===== src/rtl/if_id_queue.sv =====
// if_id_queue: DEPTH-entry FIFO of {PC, instruction} pairs between fetch and
// decode. Fetch keeps running while decode stalls. FLUSH discards everything
// on a redirect. An empty queue presents an all-zero bubble to decode.
//
// Handshake: a transfer happens on a rising edge where valid and ready are
// both 1 (and FLUSH is 0). IF_READY and ID_VALID depend only on registered
// occupancy, so neither side sees a combinational path from the other.
// The offering side must hold its payload stable until the transfer occurs.
module if_id_queue #(
  parameter int ADDR_W = 32,
  parameter int DATA_W = 32,
  parameter int DEPTH  = 4,
  parameter int CNT_W  = $clog2(DEPTH + 1)
) (
  input  logic              CLK,
  input  logic              RST,
  input  logic              FLUSH,
  input  logic              IF_VALID,
  input  logic [ADDR_W-1:0] IF_PC,
  input  logic [DATA_W-1:0] IF_INST,
  output logic              IF_READY,
  input  logic              ID_READY,
  output logic              ID_VALID,
  output logic [ADDR_W-1:0] ID_PC,
  output logic [DATA_W-1:0] ID_INST,
  output logic [CNT_W-1:0]  COUNT
);

  // DEPTH must be a power of two (>= 2) so the pointers wrap for free.
  localparam int               PTR_W    = $clog2(DEPTH);
  localparam logic [CNT_W-1:0] FULL_CNT = CNT_W'(DEPTH);
  localparam logic [PTR_W-1:0] PTR_ONE  = PTR_W'(1);
  localparam logic [CNT_W-1:0] CNT_ONE  = CNT_W'(1);

  logic [PTR_W-1:0]  wr_ptr_q, wr_ptr_d;
  logic [PTR_W-1:0]  rd_ptr_q, rd_ptr_d;
  logic [CNT_W-1:0]  count_q, count_d;
  logic [ADDR_W-1:0] pc_mem_q   [DEPTH];
  logic [DATA_W-1:0] inst_mem_q [DEPTH];

  logic if_ready;
  logic id_valid;
  logic push;
  logic pop;

  // Full/empty come from the occupancy counter, never from pointer equality.
  assign if_ready = (count_q != FULL_CNT);
  assign id_valid = (count_q != '0);
  assign push     = IF_VALID & if_ready & ~FLUSH;
  assign pop      = id_valid & ID_READY & ~FLUSH;

  // Next pointer/occupancy: flush wins, otherwise push and pop are independent.
  always_comb begin
    wr_ptr_d = wr_ptr_q;
    rd_ptr_d = rd_ptr_q;
    count_d  = count_q;
    if (FLUSH) begin
      wr_ptr_d = '0;
      rd_ptr_d = '0;
      count_d  = '0;
    end else begin
      if (push) wr_ptr_d = wr_ptr_q + PTR_ONE;
      if (pop)  rd_ptr_d = rd_ptr_q + PTR_ONE;
      if (push && !pop)      count_d = count_q + CNT_ONE;
      else if (pop && !push) count_d = count_q - CNT_ONE;
    end
  end

  // Control state: asynchronous reset to empty.
  always_ff @(posedge CLK or negedge RST) begin
    if (!RST) begin
      wr_ptr_q <= '0;
      rd_ptr_q <= '0;
      count_q  <= '0;
    end else begin
      wr_ptr_q <= wr_ptr_d;
      rd_ptr_q <= rd_ptr_d;
      count_q  <= count_d;
    end
  end

  // Payload storage: contents are don't-care until written, so no reset.
  always_ff @(posedge CLK) begin
    if (push) begin
      pc_mem_q[wr_ptr_q]   <= IF_PC;
      inst_mem_q[wr_ptr_q] <= IF_INST;
    end
  end

  // Head entry straight from the array, zeroed to a bubble when empty.
  assign ID_PC    = id_valid ? pc_mem_q[rd_ptr_q]   : '0;
  assign ID_INST  = id_valid ? inst_mem_q[rd_ptr_q] : '0;
  assign ID_VALID = id_valid;
  assign IF_READY = if_ready;
  assign COUNT    = count_q;

  // Occupancy can never exceed DEPTH or go below zero.
  a_count_range: assert property (@(posedge CLK) disable iff (!RST)
    count_q <= FULL_CNT);
  a_no_overflow: assert property (@(posedge CLK) disable iff (!RST)
    !(push && !pop && count_q == FULL_CNT));
  a_no_underflow: assert property (@(posedge CLK) disable iff (!RST)
    !(pop && count_q == '0));

endmodule


===== config.mk =====
export PLATFORM = sky130hd
export DESIGN_NAME = if_id_queue
export DESIGN_NICKNAME = d
export VERILOG_FILES = /design/src/rtl/if_id_queue.sv
export SDC_FILE = /design/constraint.sdc
export NUM_CORES = 1
export LEC_CHECK = 0
export BUFFER_PORTS_ARGS = -buffer_cell sky130_fd_sc_hd__buf_2
export CAP_MARGIN = 0
export CELL_PAD_IN_SITES_DETAIL_PLACEMENT = 0
export CELL_PAD_IN_SITES_GLOBAL_PLACEMENT = 2
export CORE_UTILIZATION = 47
export DETAILED_ROUTE_END_ITERATION = 6
export GPL_TIMING_DRIVEN = 0
export PLACE_DENSITY = 0.83
export SETUP_SLACK_MARGIN = 0.5
export SKIP_CTS_REPAIR_TIMING = 1
export SLEW_MARGIN = 5
export SYNTH_ARGS = -nofsm -noshare
export SYNTH_HDL_FRONTEND = slang
export SYNTH_SLANG_ARGS = --single-unit

===== constraint.sdc =====
create_clock -name CLK -period 8.8 [get_ports CLK]
set_input_delay 1.76 -clock CLK [delete_from_list [all_inputs] [get_ports CLK]]
set_output_delay 1.76 -clock CLK [all_outputs]
set_load 0.005 [all_outputs]

==> key figures, run 1 <==
STA
  – Count of final hold-check violations: 0
  – Final min period: roughly 4100 ps
  – Final slew viol count: 0
  – Final setup TNS: 0 ps
  – Clk_skew: about 5.4 ps
  – Fin worst setup slack: 4662 ps
  – Final setup viols: 0
  – Rel. slew slack: 0.5532
  – Period utilization: 0.4702
  – Fmax: ~240 MHz
  – RSZ-0062 raised after global routing: false
  – Slew @ Worst Pin: about 670 ps

Synth
  – Cells after Synth: 468
  – Syn_nets: about 540
  – Async set-or-reset flop fraction in the synthesized netlist: 0.02662
  – Cell Area, Synth: 10200 sq um
  – Sequential area share after synthesis: 0.7709
  – Post-synth EDFFs: roughly 260
  – Syn_area_per_cell: roughly 22 sq um
  – Top FF cell, synth: edfxtp_1
  – YS warnings: 0
  – FF+latch count, synth: 263
  – Post-synthesis cell type count: 32

Place
  – Setup Slack @ Placement: 4831 ps
  – Port bufs: 136
  – Gp weighted congestion: between 0.7 and 0.8
  – Detailed Place HPWL: ~12000 um
  – Post-Place Cell Area: 11340 sq um

Worst setup path
  – Critical Path, Cell by Cell: buf_2, or3_1, buf_2, clkbuf_1, and2_1, buf_2
  – CP delay by family, top: buffers and inverters
  – Reg2Reg Depth: 8
  – Arrival time worst endpoint: 2380 ps
  – Largest stage delay, worst path: 450 ps
  – Slowest CP cell: or3_1
  – Critical Setup Path Class: flip-flop to primary output
  – Crit path buffers/inverters: 4
  – Worst path required time: 7040 ps
  – Crit Path Max Fanout: 10
  – R2r startpoint: COUNT[2]$_DFFE_PN0P_
  – Setup crit start kind: flip-flop
  – Most common cell on crit path: buf_2
  – Worst reg2reg setup slack: 6270 ps
  – Worst r2r dst: COUNT[1]$_DFFE_PN0P_
  – Worst setup EP type: primary output

Final layout
  – Design area: 12230 sq um
  – P&R area growth vs syn: 19.86%
  – Commonest non-fill, non-tap cell in the layout: edfxtp_1
  – Fin nets: roughly 710
  – Sequential cell area: 7863 sq um
  – Share of cells above drive strength 1: 0.4073
  – Most frequent cells in the layout: edfxtp_1 (256), buf_2 (144), mux4_2 (64), and2_1 (64), clkbuf_16 (27)
  – Final core occ: 0.5779
  – Fillers: 1574
  – Multi-input gate area: 2180 sq um

Floorplanning
  – Die ar.: between 20000 and 25000 sq um
  – CORE AREA: ~21000 sq um
  – I/O pins: approximately 140
  – Cell Rows: 53
  – Die W: ~150 um
  – Initial Utilization: 0.4822
  – DIE HEIGHT: ~150 um

Clocking
  – Worst-path clk slew: roughly 60 ps
  – CTS tree: done
  – TritonCTS Sinks: between 200 and 300
  – Clk root buf: clkbuf_16
  – Clock H-tree levels: 1
  – Max clock buf depth: 3
  – Clock Latency Late Sink: approximately 520 ps
  – Total CTS buffers: 27

Min path
  – Worst Hold End: wr_ptr_q[1]$_DFFE_PN0P_
  – Hold_sp: wr_ptr_q[1]$_DFFE_PN0P_
  – Worst hold path depth: 2
  – HP Class: flip-flop to flip-flop

Detailed routing
  – Vias per cell: 5.309
  – Routed Antenna Nets: 0
  – Total wire length: 19000 um
  – Initial drt markers: ~230
  – Drc violations: 0
  – WL/cell: approximately 20 um
  – Vias: 4964
  – TritonRoute pass-1 iters: 5

GRT
  – Total GRT Usage: 0.1780
  – Largest net degree at the start of global routing: 41
  – First-pass GRT wire length: ~30000 um
  – Vias in the first global route: between 5000 and 6000
  – GRT overflow: 0
  – Initial antenna violation count: 3

Run
  – Max Cap Violations: 0

Power and ir drop
  – Power Total: 3.254 mW
  – Peak supply drop: around 0.00020 V
  – Cell Pwr Density: about 270 nW/um^2
  – P_leak: 4.253 nW

Outcome
  – Status: finished clean
## flip-flops by register name (all words and copies together), names as in the netlist
register / flops
inst_mem_q: 128
pc_mem_q: 128
COUNT: 3
rd_ptr_q: 2
wr_ptr_q: 2
## routing by layer
layer	track usage	vias to the layer above	routed length, um
li1	-	2242	-
met1	0.2264	2542	7770
met2	0.3044	145	9516
met3	0.04618	31	1283
met4	0.04490	4	399
met5	0	-	28
## through the flow
step	std cells	hold WS, ps
after global routing	933	625.0
after CTS	933	586.5
after floorplan	468	542.5
final	935	585.4
after detailed placement	883	578.6
after global placement	879	558.7
## kinds of logic (layout without fill, tap and decap cells)
group	Yosys count	count (layout)	share of synthesized area
adders and majority gates	5	5	0.006870
buffers and inverters	30	220	0.01644
DFF	263	263	0.7709
and+or+nand+nor	87	87	0.05091
other	0	2	0
xor gates and xnor gates	4	4	0.003435
AOI/OAI and AO/OA	14	14	0.009200
muxes	65	65	0.1423
## synth_stat cells (3+ instances only)
| library cell | number | area share |
|---|---|---|
| a21oi_1 | 3 | 0.0015 |
| and2_1 | 68 | 0.042 |
| buf_2 | 8 | 0.0039 |
| buf_6 | 5 | 0.0055 |
| clkbuf_1 | 10 | 0.0037 |
| dfrtp_1 | 7 | 0.017 |
| edfxtp_1 | 256 | 0.75 |
| ha_1 | 4 | 0.0049 |
| inv_1 | 5 | 0.0018 |
| mux4_2 | 64 | 0.14 |
| nand2_1 | 6 | 0.0022 |
| nand3_1 | 3 | 0.0015 |
| nor2_1 | 4 | 0.0015 |
| o21ai_0 | 3 | 0.0015 |
## cell type report
class / instances / area share
plain buffers: 25 / 0.01218
repair buffers: 140 / 0.06407
clock buffers: 33 / 0.05875
multi-input cells: 175 / 0.1783
flip-flops and latches: 263 / 0.6431
diodes: 2 / 0.0004094
well taps: 275 / 0.02814
clock inverters: 17 / 0.01351
inverters: 5 / 0.001535
## how the worst max path moves through the flow
stage                          from  cells after the start  slack, ps                          end
2_1_floorplan              IF_VALID                      4       4510   inst_mem_q[0][0]$_DFFE_PP_
3_3_place_gp               IF_VALID                      5       3060  inst_mem_q[1][11]$_DFFE_PP_
3_5_place_dp               IF_VALID                      8       4830         COUNT[1]$_DFFE_PN0P_
4_1_cts        COUNT[2]$_DFFE_PN0P_                      6       4560                    ID_PC[28]
5_1_grt        COUNT[2]$_DFFE_PN0P_                      6       4440                    ID_PC[28]
6_report       COUNT[2]$_DFFE_PN0P_                      6       4660                  ID_INST[18]
## tightest hold or removal path: stages, from the launching register on
cell     delay [ps]
dfrtp_1         410
nand2_1          70
a21oi_1          60
## report_power, final
part           switching, mW  leakage, nW  total (mW)  internal (mW)
sequential            0.0186         2.42        1.46           1.44
clock                  0.449        0.446        1.12          0.668
combinational          0.333         1.39       0.677          0.344
Note: power is estimated with default switching activity, not from simulation.
==> run 2, diff against run 1 <==
--- a/config.mk
+++ b/config.mk
@@ -5,14 +5,15 @@
 export SDC_FILE = /design/constraint.sdc
 export NUM_CORES = 1
 export LEC_CHECK = 0
+export ABC_AREA = 1
 export BUFFER_PORTS_ARGS = -buffer_cell sky130_fd_sc_hd__buf_2
 export CAP_MARGIN = 0
 export CELL_PAD_IN_SITES_DETAIL_PLACEMENT = 0
 export CELL_PAD_IN_SITES_GLOBAL_PLACEMENT = 2
-export CORE_UTILIZATION = 47
+export CORE_UTILIZATION = 35
 export DETAILED_ROUTE_END_ITERATION = 6
 export GPL_TIMING_DRIVEN = 0
-export PLACE_DENSITY = 0.83
+export PLACE_DENSITY = 0.74
 export SETUP_SLACK_MARGIN = 0.5
 export SKIP_CTS_REPAIR_TIMING = 1
 export SLEW_MARGIN = 5
==> constraint.sdc (replaced) <==
create_clock -name CLK -period 3.6 [get_ports CLK]
set_input_delay 0.72 -clock CLK [delete_from_list [all_inputs] [get_ports CLK]]
set_output_delay 0.72 -clock CLK [all_outputs]
set_load 0.005 [all_outputs]
==> run 2 against run 1 <==
Compared with the run above:
- clock-buffer cell count is 5 higher
- synthesized cell count is 75% higher
- cell count is 50% higher
- register-to-register slack worse by 5200 ps
- worst hold slack worse by 560 ps
- global-route usage is 1.0 points lower
- sequential share of layout area is 1.7 points lower
==> key figures, run 2 <==
Synth
  – Synth Area in Compound Gates: 0.09658 (+0.08738)
  – FF+latch count, synth: 263 (unchanged)
  – YS warnings: 0 (unchanged)
  – Post-Synth Adder-Cell Area: 0.006761 (-0.0001086)
  – Cell Area, Synth: 10360 sq um (+1.6%)
  – Synth area leaders: edfxtp_1 (74%), nor2_1 (9.5%), o21ai_0 (6.2%)
  – Largest family of logic cells by synthesized area: simple AND/OR/NAND/NOR gates
  – Cell type with the largest total area after synthesis: edfxtp_1
  – Syn_nets: 894 (+65%)
  – Post-synthesis cell type count: 23 (-28%)
  – Simple-gate portion of the synthesized area: 0.1062 (+0.05533)
  – Cells after Synth: 820 (+75%)
  – Top-count cell post-synth: nor2_1
  – Most frequent cells after synthesis: nor2_1 (261), edfxtp_1 (256), o21ai_0 (128)
  – Top FF cell, synth: edfxtp_1
  – Async set-or-reset flop fraction in the synthesized netlist: 0.02662 (unchanged)
  – Syn_area_per_cell: 12.64 sq um (-42%)
  – Sequential area share after synthesis: 0.7587 (-0.01219)
  – Post-synth EDFFs: 256 (unchanged)
  – Xor/xnor share of the synthesized area: 0.0008451 (-0.002590)
  – Post-synth top area share: 0.7418 (-0.01192)
  – Mux share of post-synthesis cell area: 0 (-0.1423)

STA
  – Clk_skew: 10.29 ps (+4.858 ps)
  – Rel. slew slack: 0.4067 (-0.1466)
  – Final min period: ~2900 ps
  – Period utilization: 0.7960
  – Fin worst setup slack: 734.4 ps (-3928 ps)
  – Final setup viols: 0 (unchanged)
  – Fmax: 349.0 MHz
  – RSZ-0062 raised after global routing: false
  – Final setup TNS: 0 ps (unchanged)
  – Final slew viol count: 0 (unchanged)
  – Slew @ Worst Pin: 887.9 ps (+217.8 ps)
  – Count of final hold-check violations: 0 (unchanged)

GRT
  – GR peak layer: met2
  – Largest net degree at the start of global routing: 26 (-37%)
  – Initial antenna violation count: 4 (+1)
  – Met1 usage: 0.2265 (about the same)
  – Total GRT Usage: 0.1678 (-0.01021)
  – Met2 usage: 0.2807 (-0.02375)
  – First-pass GRT wire length: 38530 um (+30%)
  – M3 GR Usage: 0.02712 (-0.01906)
  – GRT overflow: 0 (unchanged)
  – Vias in the first global route: 6517 (+21%)

Floorplanning
  – Initial Utilization: 0.3582 (-0.1240)
  – DIE HEIGHT: 174.1 um (+17%)
  – I/O pins: 138 (unchanged)
  – Die W: 174.1 um (+17%)
  – Cell Rows: 62 (+17%)
  – Die ar.: 30300 sq um (+36%)
  – CORE AREA: 28940 sq um (+37%)

Clocking
  – Clock H-tree levels: 1 (unchanged)
  – Max clock buf depth: 3 (unchanged)
  – CTS tree: done
  – Worst-path clk slew: 60 ps (about the same)
  – Clock Latency Late Sink: 530 ps (about the same)
  – TritonCTS Sinks: 263 (unchanged)
  – Total CTS buffers: 28 (+3.7%)
  – Clk root buf: clkbuf_16

Final layout
  – Share of cells above drive strength 1: 0.2239 (-0.1834)
  – Fin nets: 1069 (+50%)
  – Commonest non-fill, non-tap cell in the layout: nor2_1
  – Post-route insts no fill: 1400 (+50%)
  – Fillers: 2692 (+71%)
  – Most frequent cells in the layout: nor2_1 (257), edfxtp_1 (256), buf_2 (147)
  – Final core occ: 0.4338 (-0.1441)
  – Multi-input gate area: 2211 sq um (+1.4%)
  – P&R area growth vs syn: 21.12%
  – Sequential cell area: 7863 sq um (unchanged)

Worst setup path
  – R2r startpoint: COUNT[2]$_DFFE_PN0P_
  – Worst path required time: 2880 ps (-4160 ps)
  – CP Launch Point: rd_ptr_q[0]$_DFFE_PN0P_
  – Worst setup EP type: primary output
  – Crit Path Max Fanout: 10 (unchanged)
  – Setup crit start kind: flip-flop
  – Arrival time worst endpoint: 2150 ps (-230 ps)
  – Critical Setup Path Class: flip-flop to primary output

Place
  – Detailed Place HPWL: 15700 um (+31%)
  – Dpl cells: 1349 (+53%)
  – Gp weighted congestion: 0.7127 (-3.8%)
  – Setup Slack @ Placement: 681.3 ps (-4150 ps)
  – Port bufs: 137 (+0.74%)

Min path
  – HP Class: input pin to asynchronous set/reset pin

Detailed routing
  – Initial drt markers: 374 (+66%)
  – WL/cell: 17.97 um (-12%)
  – TritonRoute pass-1 iters: 4 (-1)
  – Vias: 6523 (+31%)
  – Routed Antenna Nets: 0 (unchanged)
  – Total wire length: 25160 um (+32%)
  – Vias per cell: 4.659 (-12%)
  – Drc violations: 0 (unchanged)

Power and ir drop
  – P_leak: 4.602 nW (+8.2%)
  – Cell Pwr Density: 708.4 nW/um^2 (+170%)
  – Power Total: 8.892 mW (+170%)
  – Peak supply drop: 0.0003109 V (+59%)

Run
  – Max Cap Violations: 0 (unchanged)

Outcome
  – Status: finished clean
## run 2: cell count changes after synthesis, moves of 6 or more
cell	delta
a21oi_1	+66
buf_1	+6
clkbuf_1	+7
o21ai_0	+125
nand2_1	+10
and2_1	-68
mux4_2	-64
buf_4	+12
inv_1	+11
nor2_1	+257
## run 2: worst max-delay path: stages, from the launching register on
cell and delay (ps):
dfrtp_1 470, buf_4 280, buf_4 230, nor2_1 60, nor2_1 90, o21ai_0 90, a21oi_1 230, buf_2 160
## run 2: final timing paths
kind	to	slack, ps	cells after the start
worst max-delay path	ID_PC[31]	730	7
worst min-delay path	COUNT[1]$_DFFE_PN0P_	30	1
worst max register to register	inst_mem_q[1][8]$_DFFE_PP_	1030	7
worst min register to register	COUNT[1]$_DFFE_PN0P_	610	2
max in group asynchronous	rd_ptr_q[1]$_DFFE_PN0P_	3410	1
min in group CLK	pc_mem_q[0][18]$_DFFE_PP_	400	1
## run 2: logic make-up after synthesis
family | count (synthesis)
flip-flops | 263
AND/OR/NAND/NOR | 285
buffers and inverters | 66
XOR/XNOR | 1
AO/OA/AOI/OAI | 200
adder cells (fa/ha/maj) | 5
## run 2: metal layers
metal  vias to the layer above  part of all wire
met3                        33             0.048
met5                         -           0.00091
met1                      3097              0.45
li1                       3251                 -
met4                         4             0.016
met2                       138              0.48
## run 2: area by class of cell
class	instances	share of cell area
sequential	263	0.6264
inverter	18	0.005383
clock buffer	38	0.06051
clock inverter	11	0.003888
antenna	2	0.0003987
timing repair buffer	145	0.06738
tap	384	0.03828
multi-input combinational	491	0.1761
buffer	48	0.02163
## run 2: power breakdown
group	switching [mW]	internal, mW
clock	1.09	1.46
combinational	1.76	0.945
sequential	0.0661	3.57
## run 2: metrics by stage
stage	hold slack, ps	area (sq um)
after CTS	-3.639	12530
after floorplan	424.4	10370
after global routing	14.22	12550
final	26.24	12550
after global placement	565.4	11540
after detailed placement	568.5	11720
